`src/rtl/pc_call_stack.sv`:
```
// VR16 frontend program counter with a hardware return-address stack,
// PC-relative branches and a RUN/FAULT/HALT stack-fault state machine.
module pc_call_stack #(
    parameter int unsigned           ADDR_WIDTH   = 16,
    parameter int unsigned           STACK_DEPTH  = 8,
    parameter logic [ADDR_WIDTH-1:0] RESET_VECTOR = '0,
    parameter logic [ADDR_WIDTH-1:0] TRAP_VECTOR  = ADDR_WIDTH'(16'hFF00)
) (
    input  logic                         clk,
    input  logic                         reset,
    input  logic                         ins_count,
    input  logic                         call_enable,
    input  logic                         return_enable,
    input  logic                         branch_enable,
    input  logic [1:0]                   flag_input,
    input  logic                         clear_fault,
    input  logic [ADDR_WIDTH-1:0]        jump_address,
    input  logic [ADDR_WIDTH-1:0]        branch_offset,
    output logic [ADDR_WIDTH-1:0]        counter_reg,
    output logic [$clog2(STACK_DEPTH):0] stack_level,
    output logic                         stack_overflow,
    output logic                         stack_underflow,
    output logic                         fault,
    output logic                         halted
);

    localparam int unsigned IW = $clog2(STACK_DEPTH);
    localparam int unsigned LW = IW + 1;

    typedef enum logic [1:0] {
        S_RUN,
        S_FAULT,
        S_HALT
    } state_t;

    state_t                r_state;
    logic [ADDR_WIDTH-1:0] r_pc;
    logic [LW-1:0]         r_level;
    logic                  r_ovf;
    logic                  r_unf;
    logic                  r_fault;
    logic                  r_halted;
    logic [ADDR_WIDTH-1:0] r_stack [STACK_DEPTH];

    logic [ADDR_WIDTH-1:0] w_pc_inc;
    logic                  w_full;
    logic                  w_empty;
    logic                  w_ovf;
    logic                  w_unf;
    logic                  w_sfault;
    logic                  w_push;
    logic [IW-1:0]         w_push_idx;
    logic [IW-1:0]         w_pop_idx;

    assign w_pc_inc   = r_pc + ADDR_WIDTH'(1);
    assign w_full     = (r_level == LW'(STACK_DEPTH));
    assign w_empty    = (r_level == '0);
    // A return only faults when no call outranks it in the same cycle.
    assign w_ovf      = call_enable && w_full;
    assign w_unf      = !call_enable && return_enable && w_empty;
    assign w_sfault   = ins_count && (w_ovf || w_unf);
    assign w_push     = (r_state != S_HALT) && ins_count && call_enable && !w_full;
    assign w_push_idx = IW'(r_level);
    assign w_pop_idx  = IW'(r_level - LW'(1));

    always_ff @(posedge clk) begin
        if (reset && w_push) begin
            r_stack[w_push_idx] <= w_pc_inc;
        end
    end

    always_ff @(posedge clk) begin
        if (!reset) begin
            r_state  <= S_RUN;
            r_pc     <= RESET_VECTOR;
            r_level  <= '0;
            r_ovf    <= 1'b0;
            r_unf    <= 1'b0;
            r_fault  <= 1'b0;
            r_halted <= 1'b0;
        end else if (r_state != S_HALT) begin
            if (ins_count) begin
                if (w_sfault) begin
                    if (w_ovf) begin
                        r_ovf <= 1'b1;
                    end else begin
                        r_unf <= 1'b1;
                    end
                    if (r_state == S_RUN) begin
                        r_pc <= TRAP_VECTOR;
                    end
                end else if (call_enable) begin
                    r_pc    <= jump_address;
                    r_level <= r_level + LW'(1);
                end else if (return_enable) begin
                    r_pc    <= r_stack[w_pop_idx];
                    r_level <= r_level - LW'(1);
                end else if (branch_enable) begin
                    r_pc <= r_pc + branch_offset;
                end else if (flag_input == 2'b11) begin
                    r_pc    <= RESET_VECTOR;
                    r_level <= '0;
                end else begin
                    r_pc <= w_pc_inc;
                end
            end

            // A second fault outranks clear_fault; clear_fault ignores ins_count.
            case (r_state)
                S_RUN: begin
                    if (w_sfault) begin
                        r_state <= S_FAULT;
                        r_fault <= 1'b1;
                    end
                end
                S_FAULT: begin
                    if (w_sfault) begin
                        r_state  <= S_HALT;
                        r_fault  <= 1'b0;
                        r_halted <= 1'b1;
                    end else if (clear_fault) begin
                        r_state <= S_RUN;
                        r_fault <= 1'b0;
                    end
                end
                default: ;
            endcase
        end
    end

    assign counter_reg     = r_pc;
    assign stack_level     = r_level;
    assign stack_overflow  = r_ovf;
    assign stack_underflow = r_unf;
    assign fault           = r_fault;
    assign halted          = r_halted;

endmodule

```
`config.mk`:
```
export PLATFORM = sky130hd
export DESIGN_NAME = pc_call_stack
export DESIGN_NICKNAME = d
export VERILOG_FILES = /design/src/rtl/pc_call_stack.sv
export SDC_FILE = /design/constraint.sdc
export NUM_CORES = 1
export LEC_CHECK = 0
export ABC_CLOCK_PERIOD_IN_PS = 4600
export CORE_ASPECT_RATIO = 0.9
export CORE_MARGIN = 4
export CORE_UTILIZATION = 50
export DETAILED_ROUTE_END_ITERATION = 6
export MAX_ROUTING_LAYER = met4
export PLACE_DENSITY = 0.71
export RECOVER_POWER = 25
export SKIP_LAST_GASP = 1
export SLEW_MARGIN = 15
export SYNTH_ARGS = -nofsm -noshare
export SYNTH_HDL_FRONTEND = slang
export SYNTH_SLANG_ARGS = --single-unit
```
`constraint.sdc`:
```
create_clock -name clk -period 4.6 [get_ports clk]
set_input_delay 0.69 -clock clk [delete_from_list [all_inputs] [get_ports clk]]
set_output_delay 0.69 -clock clk [all_outputs]
set_load 0.005 [all_outputs]
```
### Word level (Yosys, flattened, before mapping)

Memory sizes are Yosys's and may differ from the RTL's.
Cells that the tools add are included.

* bitwise gates (word level): 2
* add/sub/neg operators: 4
* mux-type cells: 20
* reductions and logical operators: 21
* equal/unequal tests: 8

Operator list (count)
* $mux W16: 6
* $add A16 B1 Y16 const B: 1
* $add A16 B16 Y16: 1
* $mux W4: 4
* $reduce_and A4 Y1: 3
* $logic_and A1 B1 Y1: 8
* $mux W2: 3
* $ne A3 B3 Y1 const B: 2
* $reduce_and A3 Y1: 2
* $mux W1: 5
* $reduce_and A5 Y1: 1
* $add A4 B1 Y4 const B: 1
* $eq A4 B4 Y1 const B: 1
* $logic_not A4 Y1: 1
* $ne A2 B2 Y1 const B: 2
* $pmux W2 S2: 1
* $sub A4 B1 Y4 const B: 1
* $reduce_bool A3 Y1: 1
* $eq A2 B1 Y1 const B: 1
* $eq A2 B2 Y1 const B: 1
* $logic_not A1 Y1: 2
* $logic_not A2 Y1: 1
* $ne A2 B1 Y1 const B: 1
* $not A1 Y1: 2
* other kinds (3): 3

* word-level logic and storage cells: 63
* memories kept: 1
* RAM bits: 128
* register bits after elaboration: 26

Memories
* r_stack: depth 8, width 16, read ports 1, clocked after Yosys merged registers in 0, write ports 1, line 43 `logic [ADDR_WIDTH-1:0] r_stack [STACK_DEPTH];`

### Logic depth before layout (Yosys ltp)

* depth in word-level cells: 7
* depth in mapped cells: 11

### Worst setup path before layout

Ideal clock, no wire load.

* kind: reg2reg
* from: register r_level[0], in the netlist stack_level[0]
* to: memory r_stack[0][0] (enable)
* data arrival time: 2.983 ns
* required time: 4.187 ns
* library setup time: 0.413 ns
* cell stages (with the launch flop): 11
* slack: 1.204 ns
* path through: dfxtp_1 > buf_6 > buf_2 > inv_1 > ha_1 > nor2b_1 > nand2_1 > nand2_1 > nor3_1 > and2_1 > nor3b_1

* cells in the longest elaborated chain, start to end: 6

Ends and longest elaborated chain
* start: declaration: line 38 `logic [LW-1:0] r_level;`
* start signal: assignment: line 94 `r_level <= r_level + LW'(1);`
* start signal: assignment: line 97 `r_level <= r_level - LW'(1);`
* $eq A4 B4 Y1: line 56 `assign w_full = (r_level == LW'(STACK_DEPTH));`
* $logic_not A1 Y1: line 62 `assign w_push = (r_state != S_HALT) && ins_count && call_enable && !w_full;`
* $logic_and A1 B1 Y1: line 62
* $logic_and A1 B1 Y1: line 67 `if (reset && w_push) begin`
* $mux W1: line 67
* $mux W1 (not written as such): line 68 `r_stack[w_push_idx] <= w_pc_inc;`
* end: declaration: line 43

Parallel ways exist; a longest one is shown, timed or not.

### Worst setup path in the final report

* from: input port call_enable
* to: memory r_stack[4][6] (enable)

* cells in the longest elaborated chain, start to end: 5

Ends and longest elaborated chain
* start: declaration: line 12 `input logic call_enable,`
* $logic_and A1 B1 Y1 (2 in series): line 62
* $logic_and A1 B1 Y1: line 67
* $mux W1: line 67
* $mux W1 (not written as such): line 68

Every way passes these cells.

==> out/results.txt <==
status: complete, no violations
cell row count: 41
Final min period: 3250 ps
clock buffer depth: 2
Layout area overhead: 19.2%
post_cts resized: 0
clock skew: 12.8 ps
Power, Total: 0.00347 W
DRC: 0
Core Box Area: 14300 µm²
Die Height: 123 µm
R2R Path Start: stack_level[1]$_SDFFE_PN0P_
layout cells sized above 1: 0.148
Max Clock Freq: 0.307 GHz
syn nets: 601
post-route ant nets: 0
Worst Setup End Kind: flop
first-pass GRT wire length: 28900 µm
DR pass1 iterations: 5
Post-synth EDFFs: 128
CTS H-tree depth: 4
top cells by area, synth: edfxtp_1 (52%), mux4_2 (9.8%), dfxtp_1 (6.8%), ha_1 (3.1%), nand2_1 (2.1%)
FF-to-FF path depth: 8
Slew Viols, Final: 0
clk sink count: 153
MaxCap Viol Count: 0
n_diodes: 0
reg2reg end: counter_reg[10]$_SDFFE_PN0P_
commonest non-fill, non-tap cell in the layout: edfxtp_1
Cells after Synth: 541
asr flop ratio synth: 0
Final setup violation count: 0
Die Area: 16800 µm²
Post-DP HPWL: 12600 µm
TritonCTS buffer count: 17
Synth top area share: 0.521
WL final: 18600 µm
worst slew pin tran: 979 ps
max FFs per register: 128
Clk Latency, worst-skew pair: 430 ps
leakage power: 2.97 nW
leading register cell type out of synthesis: edfxtp_1
GPL Wtd Cong: 0.895
routed len/inst: 22.6 µm
Root Buffer: clkbuf_16
Via density: 6.24
total number of vias: 5116
sequential area share after synthesis: 0.589
RSZ-0062 raised after global routing: no
commonest non-fill, non-tap cells in the layout: edfxtp_1 (128), clkdlybuf4s50_1 (55), nand2_1 (41)
postcts setup bufs: 0
HP Class: reg -> reg
Chip Width: 136 µm
FF+latch count, synth: 153
# IOs: 65
Ys Warns: 0
Yosys top cell by area: edfxtp_1
Starting Density: 0.517
final hold viol count: 0
initial antenna violation count: 0
WP data arrival: 3300 ps
Max FO, Critical Path: 16
PD cells: 395 nW/µm²
Unique masters post-synth: 72
R2R setup slack: 1440 ps
Synth Cell Area: 7380 µm²
Starting DRT DRC Count: 524
worst endpoint required time: 4640 ps
GRT Util Overall: 0.239
Worst VDD drop: 0.000305 V
setup tns final: 0 ps
hold endpoint: stack_overflow$_SDFFE_PN0P_
Worst-path clk slew: 60 ps
# hold bufs at CTS: 0
period utilization: 0.707
Slew HR: 0.341
largest net degree at the start of global routing: 40
crit start category: input port
total gr overflow: 0
hold depth: 1
PortBufs: 64
vias in the first global route: 5117
startpoint of the worst hold path: stack_overflow$_SDFFE_PN0P_
syn avg cell area: 13.6 µm²
final-stage net count: 675
CTS tree: done
kind of critical path: in -> reg
## cell usage after synthesis, types with 3 or more instances
cell      instances
inv_1             8
xor2_1            8
a21oi_1          28
nor3b_1           6
buf_4             4
o21ai_0          26
and2_1            6
nor2b_1           6
and4_1            4
mux4_2           32
o22ai_1           7
and3_1            3
nor4_1            5
clkbuf_1          5
nand2_1          41
edfxtp_1        128
nand4_1           8
nor2_1           26
or3_1             4
ha_1             18
buf_2             7
a211oi_1          5
nor2_2            3
buf_6             3
a221oi_1          5
nor3_1           12
a31oi_1           3
dfxtp_1          25
xnor2_1          16
a22oi_1          15
a21o_1            7
nand3_1          17
## layout make-up
cell class / instances / area (µm²)
sequential: 153 / 4350
inverter: 10 / 37.5
tap: 193 / 241
fill: 1134 / 5470
multi-input combinational: 357 / 2880
timing repair buffer: 76 / 731
clock inverter: 11 / 123
clock buffer: 20 / 437
## through the flow
step | instance area, µm² | worst slack (ps) | hold slack (ps) | std cells | util
after floorplan | 7380 | 1200 | 464 | 541 | -
after global placement | 8250 | 1150 | 452 | 789 | 0.578
after detailed placement | 8250 | 1020 | 462 | 789 | 0.578
after CTS | 8800 | 1430 | 476 | 820 | 0.617
after global routing | 8790 | 1190 | 503 | 820 | 0.617
final | 8790 | 1350 | 465 | 820 | 0.617
## critical path: stages
cell	delay, ps
dlygate4sd3_1	690
buf_4	270
clkinv_1	300
nor3_1	340
and2_1	210
and3_1	790
## kinds of logic (layout without fill, tap and decap cells)
| logic type | count (synthesis) | in the layout | synth area share |
|---|---|---|---|
| AO/OA/AOI/OAI | 127 | 127 | 0.118 |
| XOR/XNOR | 24 | 24 | 0.0285 |
| adder cells (fa/ha/maj) | 19 | 19 | 0.0332 |
| buffers and inverters | 31 | 117 | 0.0229 |
| flip-flops | 153 | 153 | 0.589 |
| multiplexers | 35 | 35 | 0.102 |
| AND/OR/NAND/NOR | 152 | 152 | 0.106 |
## worst max path at each step
stage                                start                           end  cells after the start
6_report                       call_enable       r_stack[4][6]$_DFFE_PP_                      6
5_1_grt                        call_enable       r_stack[4][6]$_DFFE_PP_                      6
4_1_cts        stack_level[1]$_SDFFE_PN0P_  counter_reg[10]$_SDFFE_PN0P_                      8
3_5_place_dp                   call_enable      r_stack[4][14]$_DFFE_PP_                      6
3_3_place_gp                   call_enable      r_stack[4][13]$_DFFE_PP_                      6
2_1_floorplan  stack_level[0]$_SDFFE_PN0P_       r_stack[0][0]$_DFFE_PP_                     10
## power by group
part / internal, W / total (W) / switching (W)
combinational: 0.000242 / 0.000542 / 0.000300
sequential: 0.00155 / 0.00159 / 0.0000407
clock: 0.000797 / 0.00134 / 0.000544
## per-layer routing
metal,track usage,vias to the layer above,wire (µm)
li1,-,2315,-
met1,0.324,2553,7980
met2,0.364,219,8920
met3,0.0586,29,1260
met4,0.0680,0,389
met5,-,-,0
No activity file was read; power rests on OpenSTA's default activity.
